File: src/rtl/uart_pkg.sv
// uart_pkg: shared types and constants for the UART core.
// Holds the TX/RX state enums, data/idle constants and the clocks-per-bit helper.
// Optional feature macro: UART_PARITY_EN adds the parity state to both enums.
package uart_pkg;

  localparam int unsigned DATA_BITS  = 8;
  localparam logic        IDLE_LEVEL = 1'b1;

`ifdef UART_PARITY_EN
  typedef enum logic [2:0] {TxIdle, TxStart, TxData, TxParity, TxStop} tx_state_e;
  typedef enum logic [2:0] {RxIdle, RxStart, RxData, RxParity, RxStop} rx_state_e;
`else
  typedef enum logic [1:0] {TxIdle, TxStart, TxData, TxStop} tx_state_e;
  typedef enum logic [1:0] {RxIdle, RxStart, RxData, RxStop} rx_state_e;
`endif

  // Rounded division so the bit period is as close to the line rate as possible.
  function automatic int unsigned clks_per_bit(int unsigned clk_freq, int unsigned baud);
    return (clk_freq + baud / 2) / baud;
  endfunction

endpackage

File: src/rtl/uart_rx.sv
// uart_rx: UART receiver. Synchronises rxd, detects the start edge, samples each bit at
// mid-period and reports the byte or a framing/parity error.
// Ports:
//   clock  - system clock (rising edge)
//   reset  - synchronous active-high reset
//   rxd    - asynchronous serial input, idle high
//   rx     - last correctly received byte
//   rxce   - one-cycle pulse when rx has been loaded
//   frmero - one-cycle pulse on a bad stop bit (or parity mismatch)
// Optional feature macro: UART_PARITY_EN (even-parity bit checked before the stop bit).
module uart_rx
  import uart_pkg::*;
#(
  parameter int unsigned CLKS_PER_BIT = 434
) (
  input  logic                 clock,
  input  logic                 reset,
  input  logic                 rxd,
  output logic [DATA_BITS-1:0] rx,
  output logic                 rxce,
  output logic                 frmero
);

  localparam int unsigned     CntW    = $clog2(CLKS_PER_BIT);
  localparam logic [CntW-1:0] CntMax  = CntW'(CLKS_PER_BIT - 1);
  localparam logic [CntW-1:0] CntHalf = CntW'(CLKS_PER_BIT / 2 - 1);
  localparam logic [2:0]      BitMax  = 3'(DATA_BITS - 1);

  logic [1:0]           sync_q;
  logic                 rxd_prev_q;
  logic                 rxd_s;
  rx_state_e            state_q, state_d;
  logic [CntW-1:0]      cnt_q, cnt_d;
  logic [2:0]           bit_idx_q, bit_idx_d;
  logic [DATA_BITS-1:0] shift_q, shift_d;
  logic [DATA_BITS-1:0] rx_q, rx_d;
  logic                 rxce_q, rxce_d;
  logic                 frmero_q, frmero_d;
  logic                 stop_wait_q, stop_wait_d;
  logic                 par_bad;

  assign rxd_s = sync_q[1];

`ifdef UART_PARITY_EN
  logic par_err_q, par_err_d;
  assign par_bad = par_err_q;

  always_ff @(posedge clock) begin
    if (reset) par_err_q <= 1'b0;
    else       par_err_q <= par_err_d;
  end
`else
  assign par_bad = 1'b0;
`endif

  always_ff @(posedge clock) begin
    if (reset) begin
      // Synchroniser resets to the idle level so reset release never looks like a start edge.
      sync_q      <= {2{IDLE_LEVEL}};
      rxd_prev_q  <= IDLE_LEVEL;
      state_q     <= RxIdle;
      cnt_q       <= '0;
      bit_idx_q   <= '0;
      shift_q     <= '0;
      rx_q        <= '0;
      rxce_q      <= 1'b0;
      frmero_q    <= 1'b0;
      stop_wait_q <= 1'b0;
    end else begin
      sync_q      <= {sync_q[0], rxd};
      rxd_prev_q  <= rxd_s;
      state_q     <= state_d;
      cnt_q       <= cnt_d;
      bit_idx_q   <= bit_idx_d;
      shift_q     <= shift_d;
      rx_q        <= rx_d;
      rxce_q      <= rxce_d;
      frmero_q    <= frmero_d;
      stop_wait_q <= stop_wait_d;
    end
  end

  always_comb begin
    state_d     = state_q;
    cnt_d       = cnt_q;
    bit_idx_d   = bit_idx_q;
    shift_d     = shift_q;
    rx_d        = rx_q;
    rxce_d      = 1'b0;
    frmero_d    = 1'b0;
    stop_wait_d = stop_wait_q;
`ifdef UART_PARITY_EN
    par_err_d   = par_err_q;
`endif
    unique case (state_q)
      RxIdle: begin
        cnt_d       = '0;
        bit_idx_d   = '0;
        stop_wait_d = 1'b0;
        if (rxd_prev_q && !rxd_s) state_d = RxStart;
      end
      RxStart: begin
        cnt_d = cnt_q + 1'b1;
        if (cnt_q == CntHalf) begin
          cnt_d   = '0;
          // A line back high at mid start bit was a glitch, not a frame.
          state_d = rxd_s ? RxIdle : RxData;
        end
      end
      RxData: begin
        cnt_d = cnt_q + 1'b1;
        if (cnt_q == CntMax) begin
          cnt_d     = '0;
          shift_d   = {rxd_s, shift_q[DATA_BITS-1:1]};
          bit_idx_d = bit_idx_q + 1'b1;
`ifdef UART_PARITY_EN
          if (bit_idx_q == BitMax) state_d = RxParity;
`else
          if (bit_idx_q == BitMax) state_d = RxStop;
`endif
        end
      end
`ifdef UART_PARITY_EN
      RxParity: begin
        cnt_d = cnt_q + 1'b1;
        if (cnt_q == CntMax) begin
          cnt_d     = '0;
          par_err_d = rxd_s ^ (^shift_q);
          state_d   = RxStop;
        end
      end
`endif
      RxStop: begin
        if (stop_wait_q) begin
          // Bad stop bit already reported; hold off until the line returns to idle.
          cnt_d = '0;
          if (rxd_s) state_d = RxIdle;
        end else begin
          cnt_d = cnt_q + 1'b1;
          if (cnt_q == CntMax) begin
            cnt_d = '0;
            if (!rxd_s) begin
              frmero_d    = 1'b1;
              stop_wait_d = 1'b1;
            end else if (par_bad) begin
              frmero_d = 1'b1;
              state_d  = RxIdle;
            end else begin
              rx_d    = shift_q;
              rxce_d  = 1'b1;
              state_d = RxIdle;
            end
          end
        end
      end
      default: state_d = RxIdle;
    endcase
  end

  assign rx     = rx_q;
  assign rxce   = rxce_q;
  assign frmero = frmero_q;

endmodule

File: src/rtl/uart_core.sv
// uart_core: full-duplex 8-bit UART (8N1, or 8E1 with UART_PARITY_EN defined).
// The transmit FSM lives here; the receiver is the uart_rx sub-module.
// Ports:
//   clock    - system clock (rising edge)
//   reset    - synchronous active-high reset
//   rxd      - asynchronous serial input, idle high
//   txd      - serial output, idle high
//   txce     - transmit strobe, accepted only while idle
//   tx       - byte to transmit, latched on an accepted txce
//   rxce     - one-cycle pulse: rx holds a new byte
//   rx       - last correctly received byte
//   bsy      - transmitter busy (txce ignored)
//   transmit - high during start and data bits
//   frmero   - one-cycle pulse on framing (or parity) error
// Optional feature macro: UART_PARITY_EN.
module uart_core
  import uart_pkg::*;
#(
  parameter int unsigned CLK_FREQ     = 50_000_000,
  parameter int unsigned BAUD         = 115200,
  parameter int unsigned CLKS_PER_BIT = clks_per_bit(CLK_FREQ, BAUD)
) (
  input  logic                 clock,
  input  logic                 reset,
  input  logic                 rxd,
  output logic                 txd,
  input  logic                 txce,
  input  logic [DATA_BITS-1:0] tx,
  output logic                 rxce,
  output logic [DATA_BITS-1:0] rx,
  output logic                 bsy,
  output logic                 transmit,
  output logic                 frmero
);

  localparam int unsigned     CntW   = $clog2(CLKS_PER_BIT);
  localparam logic [CntW-1:0] CntMax = CntW'(CLKS_PER_BIT - 1);
  localparam logic [2:0]      BitMax = 3'(DATA_BITS - 1);

  tx_state_e            tx_state_q, tx_state_d;
  logic [CntW-1:0]      tx_cnt_q, tx_cnt_d;
  logic [2:0]           tx_bit_q, tx_bit_d;
  logic [DATA_BITS-1:0] tx_shift_q, tx_shift_d;
  logic                 tx_bit_end;

  assign tx_bit_end = (tx_cnt_q == CntMax);

  always_ff @(posedge clock) begin
    if (reset) begin
      tx_state_q <= TxIdle;
      tx_cnt_q   <= '0;
      tx_bit_q   <= '0;
      tx_shift_q <= '0;
    end else begin
      tx_state_q <= tx_state_d;
      tx_cnt_q   <= tx_cnt_d;
      tx_bit_q   <= tx_bit_d;
      tx_shift_q <= tx_shift_d;
    end
  end

  always_comb begin
    tx_state_d = tx_state_q;
    tx_cnt_d   = tx_cnt_q;
    tx_bit_d   = tx_bit_q;
    tx_shift_d = tx_shift_q;
    if (tx_state_q != TxIdle) tx_cnt_d = tx_bit_end ? '0 : tx_cnt_q + 1'b1;
    unique case (tx_state_q)
      TxIdle: begin
        if (txce) begin
          tx_shift_d = tx;
          tx_cnt_d   = '0;
          tx_bit_d   = '0;
          tx_state_d = TxStart;
        end
      end
      TxStart: if (tx_bit_end) tx_state_d = TxData;
      TxData: begin
        if (tx_bit_end) begin
          // Rotate rather than shift: the byte is intact again after 8 bits for the parity bit.
          tx_shift_d = {tx_shift_q[0], tx_shift_q[DATA_BITS-1:1]};
          tx_bit_d   = tx_bit_q + 1'b1;
`ifdef UART_PARITY_EN
          if (tx_bit_q == BitMax) tx_state_d = TxParity;
`else
          if (tx_bit_q == BitMax) tx_state_d = TxStop;
`endif
        end
      end
`ifdef UART_PARITY_EN
      TxParity: if (tx_bit_end) tx_state_d = TxStop;
`endif
      TxStop: if (tx_bit_end) tx_state_d = TxIdle;
      default: tx_state_d = TxIdle;
    endcase
  end

  always_comb begin
    txd      = IDLE_LEVEL;
    transmit = 1'b0;
    unique case (tx_state_q)
      TxStart: begin
        txd      = 1'b0;
        transmit = 1'b1;
      end
      TxData: begin
        txd      = tx_shift_q[0];
        transmit = 1'b1;
      end
`ifdef UART_PARITY_EN
      TxParity: txd = ^tx_shift_q;
`endif
      default: ;
    endcase
  end

  assign bsy = (tx_state_q != TxIdle);

  uart_rx #(
    .CLKS_PER_BIT(CLKS_PER_BIT)
  ) u_rx (
    .clock (clock),
    .reset (reset),
    .rxd   (rxd),
    .rx    (rx),
    .rxce  (rxce),
    .frmero(frmero)
  );

endmodule

File: config.mk
export PLATFORM = sky130hd
export DESIGN_NAME = uart_core
export DESIGN_NICKNAME = d
export VERILOG_FILES = /design/src/rtl/uart_pkg.sv /design/src/rtl/uart_rx.sv /design/src/rtl/uart_core.sv
export SDC_FILE = /design/constraint.sdc
export NUM_CORES = 1
export LEC_CHECK = 0
export CAP_MARGIN = 20
export CORE_UTILIZATION = 51
export DETAILED_ROUTE_END_ITERATION = 12
export PLACE_DENSITY = 0.71
export SLEW_MARGIN = 5
export SYNTH_ARGS = -nofsm -noshare
export SYNTH_HDL_FRONTEND = slang
export SYNTH_SLANG_ARGS = --single-unit
File: constraint.sdc
create_clock -name clock -period 1.7 [get_ports clock]
set_input_delay 0.255 -clock clock [delete_from_list [all_inputs] [get_ports clock]]
set_output_delay 0.255 -clock clock [all_outputs]
set_load 0.02 [all_outputs]
==> results of run 1 <==
[final cells by class]
class                   count  area, um^2
clock buffers              10       137.6
inverters                  15       56.30
fillers                   439        1655
flip-flops and latches     58        1162
repair buffers             56       506.7
clock inverters             6       42.54
well taps                  70       87.58
multi-input cells         209        1491
[cell usage after synthesis (2+ instances only)]
| master | number | share of area [%] |
|---|---|---|
| dfxtp_1 | 58 | 43 |
| nand2_1 | 27 | 3.7 |
| nor2_1 | 27 | 3.7 |
| a21oi_1 | 25 | 4.6 |
| mux2i_1 | 19 | 7.0 |
| ha_1 | 17 | 7.8 |
| a311oi_1 | 15 | 4.8 |
| inv_1 | 15 | 2.1 |
| clkbuf_1 | 9 | 1.2 |
| nand3_1 | 9 | 1.7 |
| nand2b_1 | 6 | 1.4 |
| o21ai_0 | 6 | 1.1 |
| xor2_1 | 6 | 1.9 |
| buf_2 | 5 | 0.92 |
| nand4_1 | 5 | 1.1 |
| a41oi_1 | 4 | 1.3 |
| and3_1 | 4 | 0.92 |
| and4_1 | 4 | 1.3 |
| nor3_1 | 4 | 0.73 |
| a31oi_1 | 3 | 0.69 |
| buf_1 | 3 | 0.41 |
| a211oi_1 | 2 | 0.55 |
| a31o_2 | 2 | 0.64 |
| nor2b_1 | 2 | 0.46 |
| or2_2 | 2 | 0.46 |
[critical path, stage by stage, from the launching register on]
cell and delay [ps]:
dfxtp_1 310, inv_1 110, ha_1 220, buf_4 190
nor2b_2 80, a31o_4 250, buf_4 140, a311oi_1 260
[state kept, by name, summed over array words and instances (netlist names), named ones only]
register          flops
u_rx.sync_q           2
tx_shift_q            8
tx_state_q            2
tx_bit_q              3
u_rx.rx               8
u_rx.bit_idx_q        3
u_rx.cnt_q            9
u_rx.stop_wait_q      1
u_rx.shift_q          8
u_rx.frmero           1
u_rx.rxce             1
u_rx.state_q          1
u_rx.rxd_prev_q       1
tx_cnt_q              9
[metal layers]
metal / wire length [um] / global-route usage, % / part of all wire (%)
met2: 2797 / 36.54 / 49
met3: 231 / 5.622 / 4.0
met1: 2612 / 24.48 / 46
met4: 89 / 8.805 / 1.6
met5: 0 / 0 / 0
[cell families (layout without fill, tap and decap cells)]
family / after synthesis / after routing / share of synthesized area, %
xor+xnor: 7 / 7 / 2.251
simple gates: 101 / 101 / 19.66
fa+ha+maj: 17 / 17 / 7.809
flops: 58 / 58 / 42.63
buf+inv: 33 / 87 / 4.915
compound gates: 64 / 65 / 15.76
mux: 19 / 19 / 6.982
[cell usage in the layout, fill, tap and decap left out, types with 2 or more instances in the layout]
master / n
a311oi_1: 14
a21oi_1: 24
nand2_1: 27
nand4_1: 5
dfxtp_1: 57
a211oi_1: 2
ha_1: 17
or2_2: 2
clkbuf_8: 10
clkdlybuf4s50_1: 21
nand2b_1: 6
clkinv_2: 2
clkinv_4: 2
and3_1: 3
inv_1: 15
and3_2: 2
nor2_1: 27
clkinvlp_4: 2
mux2i_1: 19
a31o_2: 2
buf_12: 3
a41oi_1: 3
o21ai_0: 5
nor3_1: 3
buf_4: 28
nand3_1: 9
xor2_1: 6
a31oi_1: 3
and4_2: 2
clkbuf_2: 2
and4_1: 3
[report_power, final]
group          internal [mW]  total [mW]  switching, mW
combinational          0.628        1.41          0.787
sequential              1.50        1.58         0.0799
clock                  0.566        1.13          0.568
[final timing paths]
check             cells after the start  slack, ps           start        endpoint
setup / recovery                      7         30   tx_state_q[0]     tx_bit_q[0]
hold reg to reg                       1        410  u_rx.sync_q[0]  u_rx.sync_q[1]
hold / removal                        1        410  u_rx.sync_q[0]  u_rx.sync_q[1]
setup reg to reg                      7         30   tx_state_q[0]     tx_bit_q[0]
[metrics by stage]
| stage | worst slack (ps) | std cells | instance area [um^2] | setup TNS, ps | util [%] |
|---|---|---|---|---|---|
| 6_report | 32.97 | 424 | 3485 | 0 | 67.79 |
| 3_3_place_gp | 49.55 | 404 | 3234 | 0 | 62.93 |
| 4_1_cts | 22.29 | 420 | 3416 | 0 | 66.46 |
| 5_1_grt | -46.31 | 424 | 3485 | -336.7 | 67.79 |
| 3_5_place_dp | -13.82 | 404 | 3234 | -20.30 | 62.93 |
| 2_1_floorplan | -22.43 | 299 | 2733 | -22.43 | - |
[repair_timing]
| item | in CTS | in global routing |
|---|---|---|
| gates resized for setup | 7 | 15 |
| endpoints found under the hold margin | 0 | 0 |
| buffers inserted | 0 | 3 |
| cloned | 0 | 1 |
| pin swaps | 0 | 6 |
| endpoints found under the setup margin | 11 | 25 |
==> reports/metrics.csv, run 1 <==
metric,value,unit
first_pass_iters,4,
cts_htree_levels,3,
routed_wl,5730,um
setup_violations,0,
hp-class,reg -> reg,
fp.dieW,75.08,um
synthFlopType,dfxtp_1,
finalPower,4.134,mW
cts_hold_buf,0,
clock_sinks,58,
criticalPathCategory,reg -> reg,
min_period_over_period,98.06,%
wire_per_inst,13.51,um
ant_nets,0,
synth_cell_types,45,
tightest_slew,352.1,ps
cp.required,1940,ps
drv_cap,0,
drt_iter0_markers,106,
synthCells,299,
final_layout_size_suffix_gt1_share,20.90,%
worst_hold_slack,409.9,ps
synth_edf_count,0,
min_period,1667,ps
critPathCaptureType,register,
cts_root_buf,clkbuf_8,
yosys_warnings,0,
arrival,1900,ps
hold_viol,0,
antenna_found_initial,0,
clk_pin_slew_worst_paths,70,ps
vias,2323,
leakagePower,1.329,nW
synth_area_per_cell,9.110,um^2
cp_max_fo,9,
ys_seq_area_share,42.63,%
drc,0,
grt_first_pass_wirelength,8942,um
cts_tree,built,
nets,378,
fp.dieH,75.08,um
async_reset_ff_share,0,%
antennaDiodeCount,0,
synth_area,2724,um^2
ir_drop,0.7835,mV
syn2layout_area_growth,27.93,%
grt_pass1_vias,2110,
viasPerCell,5.479,
row_count,26,
cts_made_buffers,9,
relSlewSlack,76.45,%
pwr_density_cell,1186,nW/um^2
grt_setup_unrepaired,yes,
slew_viol_final,0,
cts_buffer_depth,2,
yosys_register_bits,58,
portBuffers,24,
critPathLaunchType,register,
hpwlAfterDp,3755,um
fin_worst_skew,10.27,ps
synth_nets,328,
num_io_pins,25,
status,"complete, no violations",
initial_core_util,52.99,%
clock.fmax,0.5999,GHz
grt_util_all_layers,21.04,%
grt_max_degree,27,
worstSkewPairLatency,340,ps
gp_congestion,0.7700,
grt_overflow,0,
dieArea,5637,um^2
core,5140,um^2
Power figures use the tool's default switching activity.
==> run 2, diff against run 1 <==
--- a/config.mk
+++ b/config.mk
@@ -9,6 +9,7 @@
 export CORE_UTILIZATION = 51
 export DETAILED_ROUTE_END_ITERATION = 12
 export PLACE_DENSITY = 0.71
+export SETUP_SLACK_MARGIN = 0.5
 export SLEW_MARGIN = 5
 export SYNTH_ARGS = -nofsm -noshare
 export SYNTH_HDL_FRONTEND = slang
==> run 2 against run 1 <==
  * Non-clock buffer count is 19 higher
  * Critical path type unchanged
  * Die area unchanged
  * Count of clock-buffer cells in the layout is the same
==> reports/metrics.csv, run 2 (same netlist as run 1, synthesis figures left out) <==
metric,value,unit
status,"complete, no violations",
utilization,77.75,%
cts_htree_levels,3,
fp.dieH,75.08,um
viasPerCell,5.564,
gp_congestion,0.7974,
final_layout_size_suffix_gt1_share,43.47,%
first_pass_iters,6,
tightest_slew,420.4,ps
drt_iter0_markers,116,
placed_cells,402,
critPathLaunchType,register,
vias,2476,
fin_worst_skew,7.781,ps
final_cell_mix,"dfxtp_1, buf_4, nor2_1",
wire_per_inst,15.00,um
clock_sinks,58,
critPathCaptureType,register,
cp_max_fo,4,
ant_nets,0,
syn2layout_area_growth,46.72,%
switching_share,35.39,%
fp.dieW,75.08,um
nets,399,
dieArea,5637,um^2
portBuffers,24,
clk_pin_slew_worst_paths,70,ps
setup_violations,0,
drc,0,
cts_root_buf,clkbuf_8,
min_period,1580,ps
intPower,3.436,mW
initial_core_util,52.99,%
pwr-share-clk,22.5,%
stdcell_count,445,
pwr-share-comb,46.3,%
switching_power,1.882,mW
leakagePower,1.514,nW
grt_overflow,0,
min_period_over_period,92.95,%
arrival,1800,ps
hp-class,reg -> reg,
grt_util_all_layers,23.03,%
antenna_found_initial,0,
clock.fmax,0.6328,GHz
pwr_density_cell,1331,nW/um^2
share_seq_of_total_power,31.1,%
grt_first_pass_wirelength,9673,um
num_io_pins,25,
slew_viol_final,0,
cts_buffer_depth,2,
grt_setup_unrepaired,yes,
grt_pass1_vias,2177,
finalPower,5.318,mW
final_common_cell,dfxtp_1,
relSlewSlack,71.97,%
cp.required,1920,ps
grt_max_degree,21,
routed_wl,6675,um
cts_made_buffers,9,
hold_viol,0,
worstSkewPairLatency,330,ps
row_count,26,
criticalPathCategory,reg -> reg,
ir_drop,1.048,mV
hpwlAfterDp,3748,um
drv_cap,0,
antennaDiodeCount,0,
core,5140,um^2
fillers,363,
reg_top3,"tx_cnt_q (9), u_rx.cnt_q (9)",
cts_tree,built,
run 2: cell count changes in the layout (fill, tap and decap cells not counted), moves of 5 or more:
cell             previous run  this run
dfxtp_1                    57        46
dfxtp_2                     1        11
a21oi_2                     1         9
clkdlybuf4s50_1            21        11
buf_2                       1         8
inv_1                      15        10
ha_1                       17        10
buf_4                      28        40
a21oi_1                    24        14
buf_6                       1        11
run 2: area by class of cell:
type	count	area [um^2]	area share [%]
inverters	15	58.81	1.472
well taps	70	87.58	2.192
multi-input cells	211	1829	45.77
clock buffers	10	127.6	3.193
clock inverters	6	57.56	1.440
repair buffers	75	656.9	16.44
flip-flops and latches	58	1179	29.49
run 2: critical path: stages, from the launching register on:
cell and delay, ps:
dfxtp_2 350, or4b_4 560, o22ai_2 180, buf_4 140, nand4_1 110, mux2i_1 140
run 2: per-layer routing:
metal / vias up / GRT usage (%) / routed length, um
li1: 1225 / - / -
met1: 1177 / 26.49 / 2937
met2: 54 / 40.24 / 3332
met3: 20 / 6.693 / 231
met4: 0 / 9.015 / 173
met5: - / 0 / 0
run 2: power by group through the flow:
stage / clock network [mW] / registers [mW] / logic (mW)
2_1_floorplan: 0 / 1.62 / 1.28
3_3_place_gp: 0 / 1.63 / 1.47
3_5_place_dp: 0 / 1.64 / 1.51
4_1_cts: 1.22 / 1.62 / 2.00
5_1_grt: 1.30 / 1.67 / 2.63
6_report: 1.20 / 1.66 / 2.46
run 2: worst paths after layout:
kind,to,depth (start not counted),slack (ps),from
setup / recovery,register,5,120,u_rx.cnt_q[3]
hold / removal,u_rx.sync_q[1],1,410,u_rx.sync_q[0]
setup reg to reg,register,5,120,u_rx.cnt_q[3]
hold reg to reg,u_rx.sync_q[1],1,410,u_rx.sync_q[0]
run 2: timing repair:
action,in CTS,in global routing
buffers inserted,15,9
resized for setup,98,38
gates cloned,3,0
setup endpoints to repair,67,63
hold buffers,0,0
pin swaps,27,16
run 2: per-stage QoR:
step | hold WS, ps | cell area (um^2) | setup WS, ps | TNS, ps
after floorplan | 354.6 | 2910 | 72.10 | 0
after global placement | 394.7 | 3316 | 54.59 | 0
after global routing | 432.5 | 3996 | 55.60 | 0
after detailed placement | 402.1 | 3316 | -5.586 | -5.586
after CTS | 413.4 | 3820 | 119.4 | 0
final | 408.9 | 3996 | 119.8 | 0
